## src/rtl/fifo_pkg.sv

```systemverilog
// -----------------------------------------------------------------------------
// fifo_pkg
// Shared definitions for the sync_fifo stream reader: reader FSM state
// encoding, the default data width and the width of the transfer counter.
// -----------------------------------------------------------------------------
package fifo_pkg;

    // Default data width, matches the sync_fifo default.
    localparam int unsigned FIFO_WIDTH_DEF = 8;

    // Width of the wrapping transfer counter.
    localparam int unsigned WORD_COUNT_W   = 16;

    // Reader state machine encoding.
    typedef enum logic [1:0] {
        ST_IDLE  = 2'd0,
        ST_RUN   = 2'd1,
        ST_DRAIN = 2'd2
    } rd_state_e;

endpackage : fifo_pkg

```

## src/rtl/fifo_rd_skid.sv

```systemverilog
// -----------------------------------------------------------------------------
// fifo_rd_skid
// Two-entry in-order buffer for words returned by the sync_fifo. Slot 0 is
// always the head. Push and pop in the same cycle both take effect.
//
// Ports
//   clk          in   clock
//   rst_n        in   asynchronous active-low reset (discards contents)
//   i_push       in   write i_push_data at the tail
//   i_push_data  in   word to write
//   i_pop        in   remove the head word
//   o_head_data  out  head word
//   o_head_valid out  buffer holds at least one word
//   o_count      out  number of words held (0..2)
// -----------------------------------------------------------------------------
module fifo_rd_skid
    import fifo_pkg::*;
#(
    parameter int WIDTH = FIFO_WIDTH_DEF
) (
    input  logic             clk,
    input  logic             rst_n,
    input  logic             i_push,
    input  logic [WIDTH-1:0] i_push_data,
    input  logic             i_pop,
    output logic [WIDTH-1:0] o_head_data,
    output logic             o_head_valid,
    output logic [1:0]       o_count
);

    logic [WIDTH-1:0] r_slot0;
    logic [WIDTH-1:0] r_slot1;
    logic [1:0]       r_count;

    logic [WIDTH-1:0] w_slot0_nxt;
    logic [WIDTH-1:0] w_slot1_nxt;
    logic [1:0]       w_count_nxt;

    // Next-state of the two slots and the occupancy for every push/pop mix.
    always_comb begin
        w_slot0_nxt = r_slot0;
        w_slot1_nxt = r_slot1;
        w_count_nxt = r_count;
        case ({i_push, i_pop})
            2'b10: begin
                if (r_count == 2'd0) begin
                    w_slot0_nxt = i_push_data;
                    w_count_nxt = 2'd1;
                end else if (r_count == 2'd1) begin
                    w_slot1_nxt = i_push_data;
                    w_count_nxt = 2'd2;
                end else begin
                    // Full: the credit logic upstream never lets this happen.
                    w_count_nxt = r_count;
                end
            end
            2'b01: begin
                if (r_count == 2'd2) begin
                    w_slot0_nxt = r_slot1;
                    w_count_nxt = 2'd1;
                end else if (r_count == 2'd1) begin
                    w_count_nxt = 2'd0;
                end else begin
                    w_count_nxt = r_count;
                end
            end
            2'b11: begin
                // Occupancy is unchanged when holding two; the new word goes
                // behind the surviving one. Otherwise it becomes the head.
                if (r_count == 2'd2) begin
                    w_slot0_nxt = r_slot1;
                    w_slot1_nxt = i_push_data;
                    w_count_nxt = 2'd2;
                end else begin
                    w_slot0_nxt = i_push_data;
                    w_count_nxt = 2'd1;
                end
            end
            default: begin
                w_count_nxt = r_count;
            end
        endcase
    end

    // Slot and occupancy registers.
    always_ff @(posedge clk or negedge rst_n) begin
        if (!rst_n) begin
            r_slot0 <= {WIDTH{1'b0}};
            r_slot1 <= {WIDTH{1'b0}};
            r_count <= 2'd0;
        end else begin
            r_slot0 <= w_slot0_nxt;
            r_slot1 <= w_slot1_nxt;
            r_count <= w_count_nxt;
        end
    end

    assign o_head_data  = r_slot0;
    assign o_head_valid = (r_count != 2'd0);
    assign o_count      = r_count;

endmodule : fifo_rd_skid

```

## src/rtl/fifo_stream_reader.sv

```systemverilog
// -----------------------------------------------------------------------------
// fifo_stream_reader
// Pulls words from a sync_fifo (registered read data, one cycle after the read
// strobe) and presents them as a valid/ready stream with m_last marking the
// final word of each BURST_LEN burst.
//
// Ports
//   clk           in   clock, rising edge
//   rst_n         in   asynchronous active-low reset
//   enable        in   allow new FIFO reads
//   fifo_empty    in   sync_fifo empty flag
//   fifo_rd_data  in   sync_fifo read data (valid the cycle after fifo_rd_en)
//   fifo_rd_en    out  sync_fifo read strobe
//   m_valid       out  output word valid
//   m_data        out  output word
//   m_last        out  last word of a burst
//   m_ready       in   downstream accept
//   busy          out  state machine not idle
//   word_count    out  wrapping count of transferred words
// -----------------------------------------------------------------------------
module fifo_stream_reader
    import fifo_pkg::*;
#(
    parameter int WIDTH     = FIFO_WIDTH_DEF,
    parameter int BURST_LEN = 4
) (
    input  logic                    clk,
    input  logic                    rst_n,
    input  logic                    enable,
    input  logic                    fifo_empty,
    input  logic [WIDTH-1:0]        fifo_rd_data,
    output logic                    fifo_rd_en,
    output logic                    m_valid,
    output logic [WIDTH-1:0]        m_data,
    output logic                    m_last,
    input  logic                    m_ready,
    output logic                    busy,
    output logic [WORD_COUNT_W-1:0] word_count
);

    localparam int BEAT_W = (BURST_LEN > 1) ? $clog2(BURST_LEN) : 1;
    localparam logic [BEAT_W-1:0] BEAT_LAST = BEAT_W'(BURST_LEN - 1);

    rd_state_e               r_state;
    rd_state_e               w_state_nxt;
    logic                    r_inflight;
    logic [BEAT_W-1:0]       r_beat;
    logic [WORD_COUNT_W-1:0] r_word_count;

    logic [WIDTH-1:0]        w_head_data;
    logic                    w_head_valid;
    logic [1:0]              w_count;
    logic                    w_pop;
    logic [2:0]              w_credit;
    logic                    w_rd_en;
    logic                    w_pending;

    fifo_rd_skid #(
        .WIDTH (WIDTH)
    ) u_skid (
        .clk          (clk),
        .rst_n        (rst_n),
        .i_push       (r_inflight),
        .i_push_data  (fifo_rd_data),
        .i_pop        (w_pop),
        .o_head_data  (w_head_data),
        .o_head_valid (w_head_valid),
        .o_count      (w_count)
    );

    assign w_pop     = w_head_valid && m_ready;
    assign w_pending = (w_count != 2'd0) || r_inflight;

    // Words that will occupy the buffer next cycle without a new read; a pop
    // only happens with a buffered word, so this never goes negative.
    assign w_credit  = {1'b0, w_count} + {2'b00, r_inflight} - {2'b00, w_pop};

    // The state term keeps the strobe low in reset, IDLE and DRAIN.
    assign w_rd_en   = (r_state == ST_RUN) && enable && !fifo_empty && (w_credit < 3'd2);

    // Reader state machine transitions.
    always_comb begin
        w_state_nxt = r_state;
        case (r_state)
            ST_IDLE: begin
                if (enable) begin
                    w_state_nxt = ST_RUN;
                end else begin
                    w_state_nxt = ST_IDLE;
                end
            end
            ST_RUN: begin
                if (enable) begin
                    w_state_nxt = ST_RUN;
                end else if (w_pending) begin
                    w_state_nxt = ST_DRAIN;
                end else begin
                    w_state_nxt = ST_IDLE;
                end
            end
            ST_DRAIN: begin
                if (enable) begin
                    w_state_nxt = ST_RUN;
                end else if (!w_pending) begin
                    w_state_nxt = ST_IDLE;
                end else begin
                    w_state_nxt = ST_DRAIN;
                end
            end
            default: begin
                w_state_nxt = ST_IDLE;
            end
        endcase
    end

    // State register.
    always_ff @(posedge clk or negedge rst_n) begin
        if (!rst_n) begin
            r_state <= ST_IDLE;
        end else begin
            r_state <= w_state_nxt;
        end
    end

    // A read sampled on this edge returns its word on the next edge.
    always_ff @(posedge clk or negedge rst_n) begin
        if (!rst_n) begin
            r_inflight <= 1'b0;
        end else begin
            r_inflight <= w_rd_en;
        end
    end

    // Beat position of the head word within its burst.
    always_ff @(posedge clk or negedge rst_n) begin
        if (!rst_n) begin
            r_beat <= {BEAT_W{1'b0}};
        end else if (w_pop) begin
            if (r_beat == BEAT_LAST) begin
                r_beat <= {BEAT_W{1'b0}};
            end else begin
                r_beat <= r_beat + {{(BEAT_W-1){1'b0}}, 1'b1};
            end
        end
    end

    // Wrapping transfer counter.
    always_ff @(posedge clk or negedge rst_n) begin
        if (!rst_n) begin
            r_word_count <= {WORD_COUNT_W{1'b0}};
        end else if (w_pop) begin
            r_word_count <= r_word_count + {{(WORD_COUNT_W-1){1'b0}}, 1'b1};
        end
    end

    assign fifo_rd_en = w_rd_en;
    assign m_valid    = w_head_valid;
    assign m_data     = w_head_data;
    assign m_last     = w_head_valid && (r_beat == BEAT_LAST);
    assign busy       = (r_state != ST_IDLE);
    assign word_count = r_word_count;

endmodule : fifo_stream_reader

```

## config.mk

```make
export PLATFORM = sky130hd
export DESIGN_NAME = fifo_stream_reader
export DESIGN_NICKNAME = d
export VERILOG_FILES = /design/src/rtl/fifo_pkg.sv /design/src/rtl/fifo_rd_skid.sv /design/src/rtl/fifo_stream_reader.sv
export SDC_FILE = /design/constraint.sdc
export NUM_CORES = 1
export LEC_CHECK = 0
export BUFFER_PORTS_ARGS = -buffer_cell sky130_fd_sc_hd__buf_2
export CORE_UTILIZATION = 50
export DETAILED_ROUTE_END_ITERATION = 12
export PLACE_DENSITY = 0.74
export SYNTH_ARGS = -nofsm -noshare
export SYNTH_HDL_FRONTEND = slang
export SYNTH_SLANG_ARGS = --single-unit
export TNS_END_PERCENT = 1
```

## constraint.sdc

```tcl
create_clock -name clk -period 2.5 [get_ports clk]
set_clock_uncertainty 0.1 [all_clocks]
set_input_delay 0.125 -clock clk [delete_from_list [all_inputs] [get_ports clk]]
set_output_delay 0.125 -clock clk [all_outputs]
set_load 0.01 [all_outputs]
```

==> metrics.md <==
| Metric | Value |
|---|---|
| Hold crit path type | in -> reg |
| Final Hold Fails | 0 |
| Core area | 0.003442 sq mm |
| TritonCTS clock tree | done |
| First-pass GRT wire length | 6182 microns |
| Layout cells sized above 1 | 0.3084 |
| Area Growth Syn to Fin | 22.47% |
| Synthesized net count | 179 |
| Placed cells | 242 |
| Crit. End Element | output port |
| Synth warnings | 0 |
| Post-DR vias/cell | 5.119 |
| CTS buffer count | 5 |
| Skew-Pair Late Insertion Delay | approximately 0.28 ns |
| Port Buffers | 40 |
| Starting density of the core | 0.5387 |
| Initial antenna violation count | 0 |
| Setup TNS | 0 ns |
| Cell Pwr Density | roughly 830 mW/mm^2 |
| Final Wtd Congestion | 0.7320 |
| Post-layout min period | between 2 and 2.5 ns |
| CP Class | reg -> out |
| DIE HEIGHT | 62.90 microns |
| Vias in the first global route | 1,385 |
| Clock Root Buffer | clkbuf_8 |
| Num rows | 21 |
| Die X | 62.90 microns |
| Post-route ant nets | 0 |
| Unrepaired setup endpoints after global routing | no |
| Synth Register Bits | 39 |
| CTS sink cnt | 39 |
| I/O pins | 41 |
| Wire length per cell | around 13 microns |
| Run status | completed |
| Nets@finish | between 200 and 250 |
| Worst-margin pin slew | 0.8259 ns |
| Via count | 1,331 |
| Number of DRC markers after the initial detailed-route iteration | 92 |
| Critical Path Max Stage Delay | around 0.54 ns |
| Post-CTS Setup Bufs | 0 |
| Die Footprint | 0.003956 sq mm |
| CP max stage cell | fa_1 |
| Max Fclk | about 420 MHz |
| DRC errors left | 0 |
| WP data arrival | 2.16 ns |
| Crit path max fanout | 10 |
| Post-Synthesis Cell Area | 0.001854 sq mm |
| Leakage | about 0.0012 uW |
| Drt total wl | approximately 3500 microns |
| Max-cap violations | 0 |
| Largest net degree at the start of global routing | 40 |
| CP required | 2.28 ns |
| Post-DP HPWL | approximately 2500 microns |
| Final Slew Violations | 0 |
| Fin Hold WS | 0.009054 ns |
| CP Launch Type | register |
| CP Cell Sequence | and3b_2 -> o21ai_0 -> fa_1 -> nand4b_1 -> nor2_1 -> buf_2 |
| Worst slew margin | 0.4494 |
| Register area share after synthesis | 0.5263 |
| Clock transition at path regs | around 0.07 ns |
| Average cell area after synthesis | roughly 12 sq um |
| Synth Instances | 160 |
| GRT Total Usage | 0.2021 |
| DRT Pass-1 Iters | 4 |
| # H-tree levels | 2 |
| Distinct cells, synth | 36 |
| Remaining Overflow, GRT | 0 |
| Setup ws final | 0.1192 ns |
| Placed inst area | 0.002083 sq mm |
| Peak supply drop | 0.5838 mV |
| Cell area after layout | 0.002271 sq mm |
| # diodes | 0 |
| Pre-CTS WS | 0.3431 ns |
| CTS max path bufs | 2 |
| Setup violations, final | 0 |
| Tcrit/Tclk final | 0.9523 |
| Non-filler instance count after layout | 260 |
where the power goes:
part | internal, uW | switching [uW]
Sequential | 808 | 133
Combinational | 259 | 277
Clock | 195 | 208
metrics by stage:
stage / util / total power (uW)
2_1_floorplan: - / 1283
3_3_place_gp: 0.6052 / 1438
3_5_place_dp: 0.6052 / 1482
4_1_cts: 0.6590 / 1900
5_1_grt: 0.6598 / 2018
6_report: 0.6598 / 1881
routing by layer:
metal	vias to the layer above	share of wire	global-route usage
met1	652	0.44	0.2299
met2	28	0.52	0.3602
met5	-	0	0
met4	0	0.0052	0.05233
met3	2	0.036	0.06569
li1	649	-	-
area by class of cell:
| cell class | count | area (sq um) |
|---|---|---|
| Clock inverter | 2 | 12.51 |
| Fill cell | 274 | 1171 |
| Inverter | 4 | 15.01 |
| Clock buffer | 6 | 72.57 |
| Tap cell | 46 | 57.56 |
| Multi-Input combinational cell | 112 | 828.3 |
| Sequential cell | 39 | 977.2 |
| Timing Repair Buffer | 51 | 307.8 |
cell usage in the layout, fill, tap and decap left out, types with 2 or more instances in the layout:
cell type	instances
mux2_2	8
o21ai_0	2
nand4_1	2
nand3_1	6
o21ai_2	2
xnor2_1	12
xor2_1	5
and3_1	2
dfrtp_1	38
nand2_1	15
inv_1	4
a21oi_1	10
dlygate4sd3_1	10
buf_2	40
ha_1	5
nor4_4	2
nor2_1	14
clkbuf_8	5
nor3_1	2
mux2i_1	9
logic make-up (layout without fill, tap and decap cells):
logic type	after synthesis	after routing	share of synthesized area
flops	39	39	0.5263
mux	17	17	0.09717
fa+ha+maj	6	6	0.04453
compound gates	18	18	0.06276
simple gates	54	54	0.1613
buf+inv	9	63	0.02766
xor+xnor	17	17	0.08030
registers in the layout, indices dropped and copies added, names as in the netlist:
signal,cells
u_skid.o_head_data,8
r_beat,2
r_inflight,1
word_count,16
u_skid.o_count,2
r_state,2
u_skid.r_slot1,8
synthesized netlist by cell type:
cell type	number	area share
o21ai_4	1	0.0088
a21oi_1	10	0.027
o211ai_1	1	0.0041
nor3b_1	1	0.0041
nand3_1	6	0.016
xnor2_1	12	0.057
o21a_1	1	0.0041
and3_1	2	0.0067
xor2_1	5	0.024
a21o_1	1	0.0041
nand2_1	15	0.030
o21ai_2	2	0.0094
mux2_2	8	0.049
o21ai_0	2	0.0054
ha_1	5	0.034
nand4b_1	1	0.0047
nor2_1	14	0.028
buf_4	2	0.0081
nor3_2	1	0.0054
and3b_1	1	0.0047
nand2_2	1	0.0034
mux2i_1	9	0.049
dfrtp_1	39	0.53
buf_6	1	0.0061
nor2b_1	1	0.0034
nand3b_1	1	0.0041
fa_1	1	0.011
buf_2	2	0.0054
nor4_4	2	0.023
nor4b_1	1	0.0047
and2_1	1	0.0034
nor3_1	2	0.0054
inv_1	4	0.0081
nand2b_1	1	0.0034
nand4_1	2	0.0067
or2_2	1	0.0034
worst max-delay path, delay by kind of cell, from the launching register on:
family | cells | cell delay (ns)
adder cells (fa/ha/maj) | 1 | 0.54
AO/OA/AOI/OAI | 1 | 0.13
AND/OR/NAND/NOR | 3 | 0.58
flip-flops | 1 | 0.48
buffers and inverters | 1 | 0.15
worst paths after layout:
kind	startpoint	endpoint	slack (ns)	cells after the start
max	u_skid.o_count[0]	fifo_rd_en	0.12	6
min	fifo_rd_data[4]	u_skid.r_slot1[4]	0.009	2
max reg2reg	u_skid.o_count[0]	r_inflight	0.60	5
min reg2reg	word_count[15]	word_count[15]	0.37	1
max in group asynchronous	rst_n	u_skid.o_count[0]	1.35	2
min in group asynchronous	rst_n	word_count[1]	0.37	2
timing repair:
item / 4_1_cts / 5_1_grt
endpoints found under the setup margin: 0 / 1
endpoints found under the hold margin: 48 / 0
hold buffers: 10 / 0
gates resized for setup: 0 / 2
No activity file was read; power rests on OpenSTA's default activity.
